## config.mk

```make
export PLATFORM = sky130hd
export DESIGN_NAME = psum_drain_ctrl
export DESIGN_NICKNAME = d
export VERILOG_FILES = /design/src/rtl/psum_drain_ctrl.sv
export SDC_FILE = /design/constraint.sdc
export NUM_CORES = 1
export LEC_CHECK = 0
export ABC_AREA = 1
export CAP_MARGIN = 30
export CELL_PAD_IN_SITES_DETAIL_PLACEMENT = 1
export CELL_PAD_IN_SITES_GLOBAL_PLACEMENT = 1
export CORE_MARGIN = 5
export CORE_UTILIZATION = 27
export CTS_BUF_LIST = sky130_fd_sc_hd__clkbuf_4 sky130_fd_sc_hd__clkbuf_8
export CTS_CLUSTER_DIAMETER = 100
export DETAILED_ROUTE_END_ITERATION = 10
export GPL_TIMING_DRIVEN = 0
export PLACE_DENSITY = 0.85
export SYNTH_ARGS = -nofsm -noshare
export SYNTH_HDL_FRONTEND = slang
export SYNTH_SLANG_ARGS = --single-unit
```

## constraint.sdc

```tcl
create_clock -name clk -period 2.75 [get_ports clk]
set_input_delay 0.55 -clock clk [delete_from_list [all_inputs] [get_ports clk]]
set_output_delay 0.55 -clock clk [all_outputs]
set_load 0.02 [all_outputs]
```

## src/rtl/psum_drain_ctrl.sv

```systemverilog
// Sequencer for an N x N output-stationary PE array: runs the
// accumulate phase, then drains partial sums one row per handshake.
module psum_drain_ctrl #(
   parameter int DATA_WIDTH = 8,
   parameter int N          = 4,
   parameter int KW         = 8,
   localparam int PW        = 2 * DATA_WIDTH,
   localparam int RW        = (N > 1) ? $clog2(N) : 1
) (
   input  logic              clk,
   input  logic              rst_n,
   input  logic              start,
   input  logic [KW-1:0]     k_len,
   input  logic              abort,
   output logic              busy,
   output logic              done,
   output logic              feed_en,
   output logic              set_reg,
   output logic              sel_mux,
   input  logic [N*PW-1:0]   psum_row,
   output logic [N*PW-1:0]   out_data,
   output logic              out_valid,
   input  logic              out_ready,
   output logic [RW-1:0]     out_row
);

   localparam int CW = KW + $clog2(2 * N) + 1;

   typedef enum logic [1:0] {
      IDLE,
      COMPUTE,
      DRAIN,
      FLUSH
   } state_t;

   state_t        state;
   logic [CW-1:0] cnt;
   logic [CW-1:0] last;
   logic [KW-1:0] k_q;
   logic          comp_set;
   logic          fire;

   assign last     = CW'(k_q) + CW'(2 * N - 2);
   assign fire     = out_valid & out_ready;
   assign set_reg  = comp_set | fire;
   assign out_data = out_valid ? psum_row : '0;

   always_ff @(posedge clk or negedge rst_n) begin
      if (!rst_n) begin
         state     <= IDLE;
         cnt       <= '0;
         k_q       <= '0;
         busy      <= 1'b0;
         done      <= 1'b0;
         feed_en   <= 1'b0;
         comp_set  <= 1'b0;
         sel_mux   <= 1'b0;
         out_valid <= 1'b0;
         out_row   <= RW'(N - 1);
      end else begin
         done <= 1'b0;
         if ((state == COMPUTE || state == DRAIN) && abort) begin
            // a fire on this edge still shifts; row index restored on exit
            if (fire) out_row <= out_row - RW'(1);
            state     <= FLUSH;
            cnt       <= '0;
            feed_en   <= 1'b0;
            comp_set  <= 1'b1;
            sel_mux   <= 1'b1;
            out_valid <= 1'b0;
         end else begin
            unique case (state)
               IDLE: begin
                  if (start) begin
                     k_q  <= k_len;
                     cnt  <= '0;
                     busy <= 1'b1;
                     if (k_len != '0) begin
                        state    <= COMPUTE;
                        feed_en  <= 1'b1;
                        comp_set <= 1'b1;
                     end else begin
                        state     <= DRAIN;
                        out_valid <= 1'b1;
                        sel_mux   <= 1'b1;
                     end
                  end
               end
               COMPUTE: begin
                  if (cnt == last) begin
                     state     <= DRAIN;
                     feed_en   <= 1'b0;
                     comp_set  <= 1'b0;
                     out_valid <= 1'b1;
                     sel_mux   <= 1'b1;
                  end else begin
                     cnt     <= cnt + CW'(1);
                     feed_en <= (cnt + CW'(1)) < CW'(k_q);
                  end
               end
               DRAIN: begin
                  if (fire) begin
                     if (out_row == '0) begin
                        state     <= IDLE;
                        done      <= 1'b1;
                        busy      <= 1'b0;
                        out_valid <= 1'b0;
                        sel_mux   <= 1'b0;
                        out_row   <= RW'(N - 1);
                     end else begin
                        out_row <= out_row - RW'(1);
                     end
                  end
               end
               FLUSH: begin
                  if (cnt == CW'(N - 1)) begin
                     state    <= IDLE;
                     busy     <= 1'b0;
                     comp_set <= 1'b0;
                     sel_mux  <= 1'b0;
                     out_row  <= RW'(N - 1);
                  end else begin
                     cnt <= cnt + CW'(1);
                  end
               end
            endcase
         end
      end
   end

endmodule

```

# Word-level counts from Yosys, hierarchy flattened
# Index checks and enable logic that the tools add are counted.
[word_totals]
inputBits = 77
out_inout_bits = 72
reg_bits = 30
[classes]
eq_ne = 19
n_mux = 44
reduce_logical = 19
magnitude_cmp = 1
add_sub_neg = 3
n_bitwise = 3
[op_table]
columns = ["cell", "n"]
rows = [
  ["64-bit two-way mux", 1],
  ["12-bit two-way mux", 4],
  ["12-bit one-hot mux with 3 select lines", 1],
  ["2-bit two-way mux", 12],
  ["1-bit two-way mux", 19],
  ["3-bit != test, second input constant", 6],
  ["6-bit AND reduction", 3],
  ["12-bit by 1-bit adder with 12-bit output, second input constant", 1],
  ["12-bit by 2-bit == test with 1-bit output, second input constant", 1],
  ["12-bit by 9-bit == test with 1-bit output", 1],
  ["12-bit by 8-bit less-than comparator with 1-bit output", 1],
  ["5-bit AND reduction", 2],
  ["8-bit by 3-bit adder with 9-bit output, second input constant", 1],
  ["1-bit one-hot mux with 3 select lines", 3],
  ["3-bit nonzero test", 3],
  ["2-bit != test, second input constant", 4],
  ["2-bit one-hot mux with 4 select lines", 1],
  ["4-bit AND reduction", 2],
  ["4-bit nonzero test", 2],
  ["8-bit nonzero test", 1],
  ["3-bit by 1-bit != test with 1-bit output, second input constant", 2],
  ["3-bit AND reduction", 2],
  ["2-bit == test, second input constant", 2],
  ["2-bit zero test", 2],
  ["12 further kinds", 12],
]

# Logic depth before layout (Yosys ltp)
# Gate-level depths: netlist of the first run.
[logic_depth]
word_depth = 5
mapped_depth = 16

# Least setup slack after synthesis of the first run
# Ideal clock, no wire load.
[synth_path]
path_kind = "flip-flop to flip-flop"
from = "register cnt[6]"
to = "register feed_en"
setup_slack_ns = 0.826
setup_time_ns = 0.065
path_stages_with_launch = 14
arrival_ns = 1.859
path_buffers = 1
t_required_ns = 2.685
path_cell_list = "dfrtp_1 > buf_2 > inv_2 > nor3_2 > nand2_1 > xor2_1 > ha_1 > a21o_1 > nor2_1 > and3_1 > nand2_1 > nand2_1 > nand2_1 > nand2_1"
[synth_via]
elab_chain_len = 5
word_cells_on_any_way = 6
classes_between = "1 x add/sub; 1 x order compare; 1 x eq/ne; 3 x mux"
[synth_rtl]
columns = ["item", "line_no", "text"]
rows = [
  ["start, declared", "37", "logic [CW-1:0] cnt;"],
  ["start signal, assigned", "97", "cnt <= cnt + CW'(1);"],
  ["start signal, assigned", "123", "cnt <= cnt + CW'(1);"],
  ["12-bit by 1-bit adder with 12-bit output", "98", "feed_en <= (cnt + CW'(1)) < CW'(k_q);"],
  ["12-bit by 8-bit less-than comparator with 1-bit output", "98", ""],
  ["1-bit two-way mux (*)", "90", "if (cnt == last) begin"],
  ["1-bit one-hot mux with 2 select lines (*)", "72", "unique case (state)"],
  ["1-bit two-way mux (*)", "62", "if ((state == COMPUTE || state == DRAIN) && abort) begin"],
  ["end signal, assigned", "98", ""],
  ["end, declared", "17", "output logic feed_en,"],
]
# Every way passes the cells marked *; elsewhere a longest branch is shown, timed or not.
# A chain may end at the register's enable or synchronous reset.

# Worst setup path after layout of the first run
[layout_path]
from = "register out_valid"
to = "output out_data[25]"
[layout_via]
elab_chain_len = 1
[layout_rtl]
columns = ["item", "line_no", "text"]
rows = [
  ["start, declared", "22", "output logic out_valid,"],
  ["start signal, assigned", "58", "out_valid <= 1'b0;"],
  ["start signal, assigned", "70", "out_valid <= 1'b0;"],
  ["start signal, assigned", "84", "out_valid <= 1'b1;"],
  ["64-bit two-way mux", "46", "assign out_data = out_valid ? psum_row : '0;"],
  ["end, declared", "21", "output logic [N*PW-1:0] out_data,"],
]
# Every way passes these cells.

==> results of run 1 <==
cell type report:
type | instances | area, µm²
fill | 1323 | 5720
inverter | 119 | 447
timing repair buffer | 148 | 1480
sequential | 30 | 753
tap | 136 | 170
clock buffer | 7 | 90.1
clock inverter | 1 | 5.00
multi-input combinational | 301 | 1590
buffer | 13 | 76.3
worst max-delay path, cell delays in order (launching register included):
cell             delay, ns
dfrtp_1               0.38
clkbuf_2              0.26
clkbuf_2              0.26
nand2_1               0.08
inv_1                 0.06
clkdlybuf4s50_1       0.62
cells by family after synthesis:
family	after synthesis	share of synthesized area [%]
flip-flops	30	26.4
AND/OR/NAND/NOR	233	36.0
adder cells (fa/ha/maj)	16	7.02
AO/OA/AOI/OAI	43	9.74
buffers and inverters	132	18.1
XOR/XNOR	9	2.76
power groups by stage:
stage | Clock (mW) | Sequential (mW) | Combinational [mW]
floorplan | 0 | 0.762 | 1.91
finish | 0.390 | 0.733 | 3.23
global route | 0.419 | 0.756 | 3.58
CTS | 0.400 | 0.734 | 3.26
detailed placement | 0 | 0.741 | 3.22
global placement | 0 | 0.729 | 3.11
layer usage:
| layer | vias to the layer above | track usage [%] | wire length (µm) |
|---|---|---|---|
| met4 | 0 | 3.45 | 120 |
| met2 | 81 | 36.2 | 6470 |
| met3 | 10 | 3.21 | 507 |
| met5 | - | 0 | 0 |
| li1 | 1709 | - | - |
| met1 | 1634 | 20.4 | 4710 |
through the flow:
stage                     setup WS [ns]  hold WS, ns  area [µm²]
final                             0.230        0.303        4600
after global routing             0.0679        0.359        4600
after CTS                        0.0614        0.329        4600
after detailed placement          0.118        0.478        4500
after global placement            0.225        0.469        4500
after floorplan                   0.826        0.254        2850
state kept, by name, summed over array words and instances (netlist names):
register,flops
cnt,12
k_q,8
out_row,2
state,2
busy,1
comp_set,1
done,1
feed_en,1
out_valid,1
sel_mux,1
cell usage in the layout (no fill, tap or decap), types with 2 or more instances in the layout:
master           Yosys  layout
clkdlybuf4s50_1      0     147
nand2_1            144     144
inv_1              116     116
dfrtp_1             28      28
nor2_1              28      27
nand3_1             25      25
o21ai_0             20      20
ha_1                16      16
nand4_1             11      11
o21ai_2             10      10
xor2_1               9       9
nor3_1               8       8
clkbuf_2             0       6
a21oi_1              6       6
clkbuf_8             0       6
nor2_2               2       3
nor3_2               3       3
inv_2                3       3
nand3_2              3       3
clkbuf_1             7       2
buf_2                1       2
nand2_2              2       2
nor2_4               2       2
buf_6                2       2
dfstp_2              2       2
how the worst max path moves through the flow:
stage	start	to	slack (ns)	cells past startpoint
after detailed placement	cnt[2]	feed_en	0.12	13
final	out_valid	out_data[25]	0.23	5
after CTS	out_valid	out_data[45]	0.06	5
after global placement	out_valid	out_data[45]	0.22	5
after floorplan	cnt[6]	feed_en	0.83	13
after global routing	out_valid	out_data[45]	0.07	5
==> out/results.tsv, run 1 <==
metric	value	unit
outcome	finished, final reports clean	
RePlAce Congestion	0.837	
per-cell routed wire length	15.6	µm
ANT cells	0	
Detailed Place HPWL	10.2	mm
Syn Nets	556	
I/O Buffers	148	
cell with the most instances after synthesis	nand2_1	
Clock power frac	9.0	%
GR Overflow Total	0	
Die Y	113	µm
vias per cell	4.55	
Gate Count Post-Synth	463	
Resized cells post-CTS	1	
fraction of layout cells with a size suffix above 1	8.08	%
hold crit path type	in -> async	
Rows	37	
Final min period	2.52	ns
Max Freq	397	MHz
fin nets	711	
period utilization	91.6	%
Setup TNS	0	ns
WP data arrival	1.97	ns
synth unique cells	36	
first drt pass iteration count	4	
Critical R2R Capture	feed_en	
Setup crit end kind	output port	
leading post-synthesis cells by cell area	dfrtp_1 (25%), nand2_1 (19%), inv_1 (15%)	
clk slew on worst S/H paths	0.07	ns
Post-Route WL	11.8	mm
most frequent cells after synthesis	nand2_1 (144), inv_1 (116), dfrtp_1 (28), nor2_1 (28), nand3_1 (25)	
Inst Count DP	747	
PwrDens	946	nW/µm²
die area	12700	µm²
Post-CTS Setup Repair Bufs	0	
TritonCTS clock tree	built	
Max Cap Viol	0	
Clock Tree Buf Depth	2	
Peak VDD IR	0.000302	V
P_leak	2.53	nW
flop and latch count out of synthesis	30	
vias in the first global route	3833	
Fin. Hold Viols	0	
Worst Tran Pin Value	0.703	ns
R2R setup slack	0.30	ns
Yosys warnings	0	
CTS Sinks	30	
RSZ-0062 raised after global routing	false	
H-tree depth	2	
Starting DRT DRC Count	125	
Final Max Slew Viols	0	
initial antenna violation count	0	
core region area	10300	µm²
sequential power share	16.8	%
Synth Flop Type	dfrtp_1	
final core occ	44.6	%
top-area cell type share of the netlist area	24.6	%
Root Buffer	clkbuf_8	
crit-path max FO	10	
Clk Latency, worst-skew pair	0.29	ns
Rel. slew slack	53.1	%
Ports	149	
switching share of total power	52.4	%
All-Layer GR Usage	18.3	%
Initial Utilization	27.6	%
DRC Markers	0	
FF-to-FF path depth	13	
register area share after synthesis	26.4	%
first-pass GRT wire length	18.9	mm
antenna viol nets, final	0	
largest area contributor in the netlist	dfrtp_1	
Pwr Total	4.35	mW
logic gate share of total power	74.2	%
number of synthesized flops with an enable pin	0	
synthesized area per cell	6.16	µm²
clock skew	0.00759	ns
mapped cell area	2850	µm²
internal power	2.07	mW
CTS Buf Count	5	
area grow syn2layout	61.4	%
async set-or-reset flop fraction in the synthesized netlist	100	%
Post-Layout Cell Count	755	
Worst R2R Start	cnt[2]	
worst path required time	2.20	ns
Switch Pwr	2.28	mW
Hold Buf Count CTS	0	
largest net degree at the start of global routing	31	
critical path type	reg -> out	
setup violators final	0	
DR vias	3434	
die width	113	µm
CP Launch Type	flip-flop	
(Power assumes the default switching activity.)
==> run 2: changes to the inputs <==
SETUP_SLACK_MARGIN = 0.15   (was default)
==> out/results.tsv, run 2 (synthesized netlist as in run 1, its figures left out) <==
metric	value	unit	change
die area	12700	µm²	unchanged
antenna viol nets, final	0		unchanged
setup violators final	0		unchanged
initial antenna violation count	0		unchanged
die width	113	µm	unchanged
Max Cap Viol	0		unchanged
fin nets	711		unchanged
top flop regs	cnt: 12 flops, k_q: 8 flops		
DRC Markers	0		unchanged
fraction of layout cells with a size suffix above 1	8.08	%	unchanged
Post-Layout Cell Count	755		unchanged
ANT cells	0		unchanged
GR Overflow Total	0		unchanged
CTS Buf Count	5		unchanged
CP Launch Type	input pin		
Initial Utilization	27.6	%	unchanged
largest net degree at the start of global routing	31		unchanged
RePlAce Congestion	0.837		unchanged
per-cell routed wire length	15.7	µm	about the same
hold crit path type	in -> async		
Starting DRT DRC Count	118		-5.6%
Final Max Slew Viols	0		unchanged
Max Freq	403	MHz	+1.4%
clock skew	0.00733	ns	-0.000263 ns
I/O Buffers	148		unchanged
area grow syn2layout	61.7	%	
Root Buffer	clkbuf_8		
multi-input logic area	1590	µm²	+0.32%
critical path type	in -> out		
first drt pass iteration count	4		unchanged
Clock Tree Buf Depth	2		unchanged
CTS Sinks	30		unchanged
most frequent cells in the layout	clkdlybuf4s50_1 (147), nand2_1 (144), inv_1 (116), dfrtp_1 (28), nor2_1 (27)		
vias in the first global route	3829		-0.10%
Rel. slew slack	53.1	%	about the same
Inst Count DP	747		unchanged
first-pass GRT wire length	19.0	mm	+0.11%
crit-path max FO	3		-7
Post-Route WL	11.8	mm	about the same
commonest non-fill, non-tap cell in the layout	clkdlybuf4s50_1		
worst path required time	2.20	ns	about the same
Clk Latency, worst-skew pair	0.29	ns	about the same
Hold Buf Count CTS	0		unchanged
Fin. Hold Viols	0		unchanged
Ports	149		unchanged
fillers	1324		+0.076%
outcome	finished, final reports clean		
Die Y	113	µm	unchanged
Setup crit end kind	output port		
PwrDens	945	nW/µm²	about the same
Final min period	2.48	ns	-0.0360 ns
Largest register FFs	12		unchanged
clk slew on worst S/H paths	0.07	ns	about the same
Rows	37		unchanged
Peak VDD IR	0.000301	V	-0.50%
Biggest register	cnt		
period utilization	90.3	%	-1.3 points
All-Layer GR Usage	18.3	%	about the same
P_leak	2.53	nW	about the same
Detailed Place HPWL	10.2	mm	unchanged
WP data arrival	1.93	ns	-0.04 ns
Reg area	753	µm²	unchanged
hold slack final	0.304	ns	+0.000630 ns
TritonCTS clock tree	built		
Worst Tran Pin Value	0.703	ns	-0.000249 ns
Setup TNS	0	ns	unchanged
vias per cell	4.55		about the same
core region area	10300	µm²	unchanged
H-tree depth	2		unchanged
RSZ-0062 raised after global routing	false		
DR vias	3436		+0.058%
run 2: cell types whose count changed in the layout (fill, tap and decap cells not counted), sizes merged:
cell,previous run,this run
buf,6,7
clkbuf,15,14
run 2: routing by layer:
| metal | routed length (µm) | GRT usage [%] | share of wire (%) | up-vias |
|---|---|---|---|---|
| met5 | 0 | 0 | 0 | - |
| met4 | 119 | 3.45 | 1.0 | 0 |
| met3 | 481 | 3.21 | 4.1 | 10 |
| met2 | 6500 | 36.2 | 55 | 76 |
| met1 | 4720 | 20.4 | 40 | 1642 |
| li1 | - | - | - | 1708 |
run 2: worst paths after layout:
| kind | startpoint | endpoint | slack (ns) | depth (start not counted) |
|---|---|---|---|---|
| worst max-delay path | out_ready | set_reg | 0.27 | 5 |
| max in group asynchronous | rst_n | cnt[1] | 1.99 | 1 |
| worst min register to register | comp_set | comp_set | 0.49 | 2 |
| worst max register to register | cnt[2] | feed_en | 0.38 | 13 |
| min in group clk | comp_set | comp_set | 0.49 | 2 |
| worst min-delay path | rst_n | cnt[6] | 0.30 | 1 |
run 2: what timing repair did:
| item | CTS | global route |
|---|---|---|
| setup buffers | 0 | 0 |
| gates resized for setup | 7 | 3 |
| setup endpoints to repair | 51 | 45 |
| endpoints found under the hold margin | 0 | 0 |
run 2: critical path, stage by stage:
cell and delay (ns):
clkdlybuf4s50_1 0.39, nand2_1 0.10, inv_1 0.08, or2_2 0.27
clkdlybuf4s50_1 0.54
run 2: through the flow:
| step | power (mW) | util (%) | cell area (µm²) | setup slack [ns] |
|---|---|---|---|---|
| after floorplan | 2.67 | - | 2850 | 0.826 |
| after global placement | 3.84 | 43.6 | 4500 | 0.225 |
| after detailed placement | 3.96 | 43.6 | 4500 | 0.118 |
| after CTS | 4.40 | 44.6 | 4600 | 0.198 |
| after global routing | 4.76 | 44.7 | 4610 | 0.162 |
| final | 4.36 | 44.7 | 4610 | 0.266 |
run 2: where the power goes:
part / switching, mW / internal [mW]
sequential: 0.135 / 0.599
clock: 0.177 / 0.212
combinational: 1.97 / 1.27
total: 2.28 / 2.08
run 2: layout make-up:
| type | instances | area share, % |
|---|---|---|
| clock buffers | 7 | 1.95 |
| plain buffers | 13 | 1.71 |
| repair buffers | 148 | 32.0 |
| multi-input cells | 301 | 34.5 |
| inverters | 119 | 9.69 |
| well taps | 136 | 3.69 |
| flip-flops and latches | 30 | 16.3 |
| clock inverters | 1 | 0.109 |
